[src/rtl/uart_pkg.sv]
// -----------------------------------------------------------------------------
// uart_pkg
// Shared definitions for the UART transmitter slice.
//   state_e     : transmitter FSM states (IDLE, WAITING, SENDING)
//   FRAME_BITS  : serial bits per frame (start + 8 data + stop)
//   DATA_BITS   : payload width
//   build_frame : assembles the shift-register image {stop, data, start}
// -----------------------------------------------------------------------------
package uart_pkg;

   localparam int FRAME_BITS = 10;
   localparam int DATA_BITS  = 8;

   // Bit counter spans 0..FRAME_BITS-1.
   localparam int                     BIT_CNT_W = 4;
   localparam logic [BIT_CNT_W-1:0]   LAST_BIT  = BIT_CNT_W'(FRAME_BITS - 1);

   // A shift register full of ones keeps the line at its idle (mark) level.
   localparam logic [FRAME_BITS-1:0]  LINE_IDLE = '1;

   typedef enum logic [1:0] {
      IDLE    = 2'd0,
      WAITING = 2'd1,
      SENDING = 2'd2
   } state_e;

   // Bit 0 goes out first: start bit (0), data LSB first, then stop bit (1).
   function automatic logic [FRAME_BITS-1:0] build_frame(input logic [DATA_BITS-1:0] data);
      return {1'b1, data, 1'b0};
   endfunction

endpackage

[src/rtl/uart_bit_timer.sv]
// -----------------------------------------------------------------------------
// uart_bit_timer
// Counts CLKS_PER_BIT clock cycles per serial bit while enabled and pulses
// bit_done_o on the last cycle of each bit period.
//   clk_i      : clock, rising edge
//   reset_i    : asynchronous active-high reset
//   en_i       : count while high; counter is cleared while low
//   bit_done_o : high during the final cycle of a bit period
// -----------------------------------------------------------------------------
module uart_bit_timer #(
   parameter int CLKS_PER_BIT = 1
) (
   input  logic clk_i,
   input  logic reset_i,
   input  logic en_i,
   output logic bit_done_o
);

   // Keep at least one bit of counter so CLKS_PER_BIT = 1 still elaborates.
   localparam int              CNT_W    = (CLKS_PER_BIT > 1) ? $clog2(CLKS_PER_BIT) : 1;
   localparam logic [CNT_W-1:0] CNT_LAST = CNT_W'(CLKS_PER_BIT - 1);

   logic [CNT_W-1:0] cnt_q;
   logic [CNT_W-1:0] cnt_d;

   always_comb begin
      // NOTE: every signal assigned here gets a default first, so no path
      // leaves it unassigned and no latch is inferred.
      cnt_d      = cnt_q;
      bit_done_o = 1'b0;
      if (!en_i) begin
         // Cleared outside a frame so the first bit gets a full period.
         cnt_d = '0;
      end else if (cnt_q == CNT_LAST) begin
         cnt_d      = '0;
         bit_done_o = 1'b1;
      end else begin
         cnt_d = cnt_q + CNT_W'(1);
      end
   end

   // NOTE: sequential state uses non-blocking assignments only, so every flop
   // samples the pre-edge values of the others.
   always_ff @(posedge clk_i or posedge reset_i) begin
      if (reset_i) begin
         cnt_q <= '0;
      end else begin
         cnt_q <= cnt_d;
      end
   end

endmodule

[src/rtl/uart_tx.sv]
// -----------------------------------------------------------------------------
// uart_tx
// Single-byte UART transmitter: 1 start bit, 8 data bits LSB first, 1 stop bit,
// each bit held for CLKS_PER_BIT clock cycles.
//   clk_i        : clock, rising edge
//   reset_i      : asynchronous active-high reset; aborts any frame at once
//   byte_ready_i : load strobe, captures data_in into the holding register
//                  (IDLE or WAITING)
//   t_byte_i     : transmit request, starts the frame for the held byte
//                  (WAITING only)
//   data_in      : parallel byte to transmit
//   Tx           : serial line, idle high, taken straight from a flop
// -----------------------------------------------------------------------------
module uart_tx
   import uart_pkg::*;
#(
   parameter int CLKS_PER_BIT = 1
) (
   input  logic       clk_i,
   input  logic       reset_i,
   input  logic       byte_ready_i,
   input  logic       t_byte_i,
   input  logic [7:0] data_in,
   output logic       Tx
);

   state_e                   state_q,   state_d;
   logic [DATA_BITS-1:0]     hold_q,    hold_d;
   logic [FRAME_BITS-1:0]    shift_q,   shift_d;
   logic [BIT_CNT_W-1:0]     bit_cnt_q, bit_cnt_d;
   logic                     bit_done;

   uart_bit_timer #(
      .CLKS_PER_BIT (CLKS_PER_BIT)
   ) u_bit_timer (
      .clk_i      (clk_i),
      .reset_i    (reset_i),
      .en_i       (state_q == SENDING),
      .bit_done_o (bit_done)
   );

   always_comb begin
      state_d   = state_q;
      hold_d    = hold_q;
      shift_d   = shift_q;
      bit_cnt_d = bit_cnt_q;

      case (state_q)
         IDLE: begin
            // t_byte_i is deliberately not looked at here, so a held or
            // unknown request cannot start or disturb anything.
            if (byte_ready_i) begin
               hold_d  = data_in;
               state_d = WAITING;
            end
         end

         WAITING: begin
            // A request wins over a simultaneous load: the byte already held
            // is sent and the new data_in is dropped.
            if (t_byte_i) begin
               shift_d   = build_frame(hold_q);
               bit_cnt_d = '0;
               state_d   = SENDING;
            end else if (byte_ready_i) begin
               hold_d = data_in;
            end
         end

         SENDING: begin
            if (bit_done) begin
               if (bit_cnt_q == LAST_BIT) begin
                  bit_cnt_d = '0;
                  shift_d   = LINE_IDLE;
                  state_d   = IDLE;
               end else begin
                  // Shift in ones so the line drifts towards idle.
                  shift_d   = {1'b1, shift_q[FRAME_BITS-1:1]};
                  bit_cnt_d = bit_cnt_q + BIT_CNT_W'(1);
               end
            end
         end

         default: begin
            shift_d   = LINE_IDLE;
            bit_cnt_d = '0;
            state_d   = IDLE;
         end
      endcase
   end

   always_ff @(posedge clk_i or posedge reset_i) begin
      if (reset_i) begin
         // NOTE: the holding and shift registers are ordinary flops, so they
         // take reset values like the rest; the all-ones shift image is what
         // drives Tx high the moment reset asserts.
         state_q   <= IDLE;
         hold_q    <= '0;
         shift_q   <= LINE_IDLE;
         bit_cnt_q <= '0;
      end else begin
         state_q   <= state_d;
         hold_q    <= hold_d;
         shift_q   <= shift_d;
         bit_cnt_q <= bit_cnt_d;
      end
   end

   // Bit 0 of the shift register is the line itself: registered, and the
   // start bit appears on the same edge that enters SENDING.
   assign Tx = shift_q[0];

endmodule

[config.mk]
export PLATFORM = sky130hd
export DESIGN_NAME = uart_tx
export DESIGN_NICKNAME = d
export VERILOG_FILES = /design/src/rtl/uart_pkg.sv /design/src/rtl/uart_bit_timer.sv /design/src/rtl/uart_tx.sv
export SDC_FILE = /design/constraint.sdc
export NUM_CORES = 1
export LEC_CHECK = 0
export ABC_AREA = 0
export BUFFER_PORTS_ARGS = -buffer_cell sky130_fd_sc_hd__buf_2
export CAP_MARGIN = 20
export CORE_ASPECT_RATIO = 2
export CORE_MARGIN = 1
export CORE_UTILIZATION = 40
export DETAILED_ROUTE_END_ITERATION = 16
export PLACE_DENSITY = 0.64
export SLEW_MARGIN = 0
export SYNTH_ARGS = -nofsm -noshare
export SYNTH_HDL_FRONTEND = slang
export SYNTH_SLANG_ARGS = --single-unit
[constraint.sdc]
create_clock -name clk_i -period 3.15 [get_ports clk_i]
set_input_delay 0.315 -clock clk_i [delete_from_list [all_inputs] [get_ports clk_i]]
set_output_delay 0.315 -clock clk_i [all_outputs]
set_load 0.01 [all_outputs]
==> results.yml, run 1 <==
clock_network:
  holdBufCountCts: 0
  numCtsBuffers: 3
  clock-root-buffer: "clkbuf_8"
  cts_resized: 0
  cts_setup_buffers: 0
  cts_tree: "done"
  clk_latency_ps: 260
  clk_pin_slew_ps: 80
  cts.sinks: 23
  clk_path_buf_depth: 2
  h-tree-depth: 1
final_layout:
  fill_cells: 294
  most-common-layout-cells: "14 x o21ai_0, 14 x dfrtp_1, 12 x buf_2"
  instances_no_fill: 151
  diodes: 0
  area_growth_pct: 9.29
  finalNetCount: 140
  final_area_mm2: 0.00134
  drive_above_1_share_pct: 32.2
setup_path:
  crit_path_top_delay_cell: "nor2b_2"
  path_cells: "inv_1 -> ha_1 -> nor2b_2 -> o21ai_2 -> mux2_2"
  cp_max_fo: 11
  crit_path_start: "state_q[1]"
  crit_required_ps: 3300
  worst-setup-path-type: "flop to flop"
  r2r_start: "state_q[1]"
  cp_data_arrival_time_ps: 2160
  rrSetupSlack_ps: 1140
  worstSetupEndpointType: "flop"
  start_kind: "flop"
  r2r_cells: 5
  path_delay_family: "simple AND/OR/NAND/NOR gates"
  critPathMaxStageDelay_ps: 460
  critPathBufInv: 1
  r2r-end: "hold_q[6]"
power:
  p_total_mw: 1.34
  p_per_area_mw_per_mm2: 999
  p_leak_nw: 0.587
  ir_drop_v: 0.000447
route:
  first_pass_iters: 4
  via_per_inst: 5.72
  drtIter0Drc: 33
  routedWlPerCell_um: 15.0
  ant_nets: 0
  vias: 864
  drcViolationCount: 0
  wl_mm: 2.26
floorplan:
  die_h_um: 80.3
  coreArea_mm2: 0.00294
  start_util_pct: 41.7
  fp.dieW_um: 41.2
  pin_count: 13
  fp-row-count: 28
  die_area_mm2: 0.00330
timing:
  setup_viol: 0
  worst_slew_pin_slew_ps: 859
  hold_viol: 0
  skew_ps: 2.14
  grt_setup_unrepaired: "no"
  clock.fmax_mhz: 498
  holdWs_ps: 214
  fin_crit_ps: 2010
  slew_violations: 0
  finalCritPeriodShare_pct: 63.7
  fin_tns_setup_ps: 0
  relSlewSlack_pct: 42.7
global_routing:
  use_met2_pct: 29.2
  grt_pass1_vias: 872
  overflow: 0
  grt_max_degree: 24
  antenna_found_initial: 0
  met1_usage_pct: 21.2
  track_usage_pct: 17.5
  grt_busiest_layer: "met2"
  met3_usage_pct: 2.76
  grt_pass1_wl_mm: 3.99
logic_synthesis:
  synth_warnings: 0
  yosysSeqAreaShare_pct: 47.9
  synth.cell_area_mm2: 0.00123
  syn-instance-count: 110
  ys_ff_latch: 23
  syn_area_per_cell_um2: 11.1
  yosysUniqueCellTypes: 31
  synth_fp_nets: 128
run_status:
  run_status: "complete, no violations"
min_path:
  hp-class: "primary input to asynchronous set/reset pin"
placement:
  hpwlAfterDp_mm: 1.75
  place.gp.congestion: 0.793
  dp_cells: 147
  placedInstanceArea_mm2: 0.00129
  io_buffers: 12
run:
  cap_violations: 0
## sequential cells by signal, indices dropped and copies added, names as in the netlist
| name | flops |
|---|---|
| hold_q | 8 |
| shift_q | 9 |
| state_q | 2 |
| bit_cnt_q | 4 |
## cell usage after synthesis
master | number | area share (%)
a211oi_1 | 1 | 0.61
a21oi_1 | 7 | 2.9
a221oi_2 | 1 | 1.2
a2bb2oi_1 | 7 | 5.0
a311oi_1 | 1 | 0.71
and3b_1 | 1 | 0.71
buf_4 | 1 | 0.61
buf_6 | 1 | 0.92
clkbuf_1 | 3 | 0.92
dfrtp_1 | 14 | 29
dfstp_2 | 9 | 19
ha_1 | 6 | 6.1
inv_1 | 9 | 2.8
mux2_2 | 9 | 8.3
mux2i_1 | 1 | 0.82
nand2_1 | 1 | 0.31
nand2b_1 | 3 | 1.5
nand3_1 | 1 | 0.41
nand3b_1 | 1 | 0.61
nor2_1 | 1 | 0.31
nor2b_1 | 2 | 1.0
nor2b_2 | 1 | 0.71
o21ai_0 | 14 | 5.7
o21ai_2 | 1 | 0.71
o22ai_1 | 1 | 0.51
o31ai_1 | 2 | 1.2
o32ai_1 | 1 | 0.71
o41ai_2 | 1 | 1.3
or2_4 | 1 | 0.71
or2b_1 | 7 | 4.3
or3_1 | 1 | 0.51
## power breakdown
group          total [mW]  switching (mW)  internal (mW)  leakage [nW]
logic               0.615           0.321          0.294         0.293
clock network       0.182          0.0940         0.0883        0.0255
registers           0.541          0.0706          0.471         0.269
total                1.34           0.486          0.853         0.587
## per-stage QoR
stage	worst slack, ps	util [%]
floorplan	1580	-
global placement	1250	44.0
detailed placement	1170	44.0
CTS	1160	45.5
global route	999	45.5
finish	1140	45.5
## layer usage
metal	wire length, um	up-vias
met2	1290	16
met3	56	5
met5	0	-
li1	-	413
met1	864	430
met4	48	0
## cells by family (layout without fill, tap and decap cells)
logic type | Yosys count | count (layout) | share of synthesized area, %
AOI/OAI and AO/OA | 37 | 37 | 20.6
buffers and inverters | 14 | 25 | 5.20
adders and majority gates | 6 | 6 | 6.12
and+or+nand+nor | 20 | 20 | 11.1
DFF | 23 | 23 | 47.9
muxes | 10 | 10 | 9.08
## how the worst max path moves through the flow
stage	end	slack, ps	cells past startpoint
final	hold_q[6]	1140	5
after global routing	hold_q[7]	1000	5
after detailed placement	hold_q[6]	1170	5
after CTS	hold_q[6]	1160	5
after global placement	hold_q[4]	1250	5
after floorplan	hold_q[0]	1580	6
## worst register-to-register path, cell delays in order (launching register included)
cell and delay [ps]:
dfrtp_1 380, inv_1 110, ha_1 380, nor2b_2 460
o21ai_2 230, mux2_2 320
## final cells by class
type / count / area (um^2) / share of cell area, %
Clock inverter: 1 / 5.00 / 0.373
Multi-Input combinational cell: 73 / 576 / 43.0
Clock buffer: 3 / 41.3 / 3.08
Timing Repair Buffer: 12 / 60.1 / 4.48
Inverter: 9 / 33.8 / 2.52
Sequential cell: 23 / 587 / 43.8
Tap cell: 30 / 37.5 / 2.80
Power figures use the tool's default switching activity.
==> run 2: changes to the inputs <==
--- a/config.mk
+++ b/config.mk
@@ -5,14 +5,14 @@
 export SDC_FILE = /design/constraint.sdc
 export NUM_CORES = 1
 export LEC_CHECK = 0
-export ABC_AREA = 0
+export ABC_AREA = 1
 export BUFFER_PORTS_ARGS = -buffer_cell sky130_fd_sc_hd__buf_2
 export CAP_MARGIN = 20
 export CORE_ASPECT_RATIO = 2
 export CORE_MARGIN = 1
 export CORE_UTILIZATION = 40
 export DETAILED_ROUTE_END_ITERATION = 16
-export PLACE_DENSITY = 0.64
+export PLACE_DENSITY = 0.66
 export SLEW_MARGIN = 0
 export SYNTH_ARGS = -nofsm -noshare
 export SYNTH_HDL_FRONTEND = slang
==> constraint.sdc (replaced) <==
create_clock -name clk_i -period 1.8 [get_ports clk_i]
set_input_delay 0.18 -clock clk_i [delete_from_list [all_inputs] [get_ports clk_i]]
set_output_delay 0.18 -clock clk_i [all_outputs]
set_load 0.01 [all_outputs]
==> run 2 against run 1 <==
Compared with the run above: global-route usage fell by 2.5 points; clock skew rose by 6.2 ps; combinational power is 93% higher; largest power group unchanged.
==> results.yml, run 2 <==
run_status:
  run_status: "complete, no violations"
power:
  ir_drop_v: 0.000974
  p_total_mw: 2.43
  p_per_area_mw_per_mm2: 1680
  p_leak_nw: 0.769
route:
  via_per_inst: 4.88
  drcViolationCount: 0
  routedWlPerCell_um: 10.6
  wl_mm: 2.27
  drtIter0Drc: 21
  first_pass_iters: 4
  ant_nets: 0
  vias: 1045
run:
  cap_violations: 0
clock_network:
  clk_latency_ps: 270
  numCtsBuffers: 3
  cts_setup_buffers: 0
  clock-root-buffer: "clkbuf_8"
  h-tree-depth: 1
  cts.sinks: 23
  holdBufCountCts: 0
  clk_pin_slew_ps: 80
  clk_path_buf_depth: 2
  cts_resized: 0
  cts_tree: "done"
timing:
  grt_setup_unrepaired: "no"
  fin_tns_setup_ps: 0
  finalCritPeriodShare_pct: 80.7
  worst_slew_pin_slew_ps: 726
  hold_viol: 0
  relSlewSlack_pct: 51.5
  slew_violations: 0
  skew_ps: 8.35
  setup_viol: 0
  fin_crit_ps: 1450
  clock.fmax_mhz: 688
logic_synthesis:
  yosysSeqAreaShare_pct: 45.2
  synth_fp_nets: 186
  synth_compound_area_share_pct: 11.1
  synthTopCellsByArea: "dfrtp_1 27%, dfstp_2 18%, nand2_1 16%"
  yosysMostFrequentCell: "nand2_1"
  yosysUniqueCellTypes: 17
  synth-main-ff-cell: "dfrtp_1"
  synth_top_area_share_pct: 27.0
  synth.cell_area_mm2: 0.00130
  synth_top_family_by_area: "simple AND/OR/NAND/NOR gates"
  syn-instance-count: 168
  synthMuxAreaShare_pct: 0
  synth_largest_area_cell: "dfrtp_1"
  synth_warnings: 0
  async_flop_share_pct: 100
  synth.top_cells.by_count: "55 x nand2_1, 26 x inv_1, 19 x nor2_1"
  yosys.area_share.adder_pct: 5.79
  syn_area_per_cell_um2: 7.72
  synth_edf_count: 0
  synthSimpleGateAreaFrac_pct: 27.2
  synth_xor_area_share_pct: 0
  ys_ff_latch: 23
final_layout:
  diodes: 0
  largest_reg_flops: 9
  instances_no_fill: 214
  drive_above_1_share_pct: 23.4
  fill_cells: 306
  reg_top3: "shift_q: 9 flops, hold_q: 8 flops, bit_cnt_q: 4 flops"
  area_growth_pct: 11.3
  layout_commonest_cell: "nand2_1"
  finalNetCount: 203
  post-route-util_pct: 47.9
  largest-register: "shift_q"
  most-common-layout-cells: "55 x nand2_1, 26 x inv_1, 19 x nor2_1"
floorplan:
  pin_count: 13
  coreArea_mm2: 0.00301
  die_area_mm2: 0.00349
  fp-row-count: 28
  start_util_pct: 43.1
  fp.dieW_um: 42.3
  die_h_um: 82.5
setup_path:
  worstSetupEndpointType: "flop"
  critPathMaxStageDelay_ps: 400
  path_cells: "inv_1 -> ha_1 -> nand2_2 -> nand2_2 -> nand3_4 -> nand2_1 -> o21ai_2"
  crit_top_cell: "nand2_2"
  cp_max_fo: 16
  cp_data_arrival_time_ps: 1610
  worst-setup-path-type: "flop to flop"
  crit_required_ps: 1960
  crit_path_top_delay_cell: "dfrtp_1"
  start_kind: "flop"
global_routing:
  antenna_found_initial: 0
  grt_pass1_wl_mm: 4.00
  grt_max_degree: 20
  overflow: 0
  track_usage_pct: 15.0
  grt_pass1_vias: 979
placement:
  place.gp.congestion: 0.800
  hpwlAfterDp_mm: 1.82
  io_buffers: 12
  dp_cells: 210
min_path:
  hp-class: "primary input to asynchronous set/reset pin"
## run 2: layout make-up
class                   instances  area (um^2)  area share [%]
repair buffers                 18          105            7.28
inverters                      26         97.6            6.76
multi-input cells             113          572            39.6
well taps                      30         37.5            2.60
clock buffers                   4         45.0            3.12
flip-flops and latches         23          587            40.6
## run 2: cells by family after synthesis
| kind of cell | count (synthesis) |
|---|---|
| AOI/OAI and AO/OA | 22 |
| adders and majority gates | 6 |
| buffers and inverters | 32 |
| DFF | 23 |
| and+or+nand+nor | 85 |
## run 2: power breakdown
group / switching [mW] / leakage, nW / total [mW] / internal [mW]
Sequential: 0.112 / 0.274 / 0.916 / 0.804
Clock: 0.164 / 0.0228 / 0.322 / 0.158
Combinational: 0.730 / 0.472 / 1.19 / 0.463
Total: 1.01 / 0.769 / 2.43 / 1.43
## run 2: final timing paths
| path | slack, ps | depth (start not counted) | from | end |
|---|---|---|---|---|
| worst max-delay path | 350 | 7 | state_q[1] | hold_q[4] |
| worst min register to register | 490 | 2 | hold_q[7] | hold_q[7] |
| max in group asynchronous | 1150 | 3 | reset_i | shift_q[7] |
| worst min-delay path | 20 | 2 | reset_i | hold_q[7] |
| min in group clk_i | 140 | 3 | data_in[0] | hold_q[0] |
| worst max register to register | 350 | 7 | state_q[1] | hold_q[4] |
## run 2: critical path, delay by kind of cell, from the launching register on
kind / cells / cell delay [ps]
adder cells (fa/ha/maj): 1 / 260
buffers and inverters: 1 / 100
AO/OA/AOI/OAI: 1 / 50
flip-flops: 1 / 400
AND/OR/NAND/NOR: 4 / 520
## run 2: stage by stage
step	instance area, um^2	setup WS (ps)	hold slack (ps)
6_report	1440	347	16.0
5_1_grt	1440	207	77.4
4_1_cts	1440	337	36.7
3_5_place_dp	1400	349	329
3_3_place_gp	1400	440	323
2_1_floorplan	1300	464	175
## run 2: metal layers
layer  global-route usage, %  vias to the layer above  routed length, um
met2                    28.8                       18               1280
met5                       0                        -                  0
met4                    10.0                        0                 68
li1                        -                      541                  -
met1                    14.8                      479                875
met3                    1.30                        7                 51
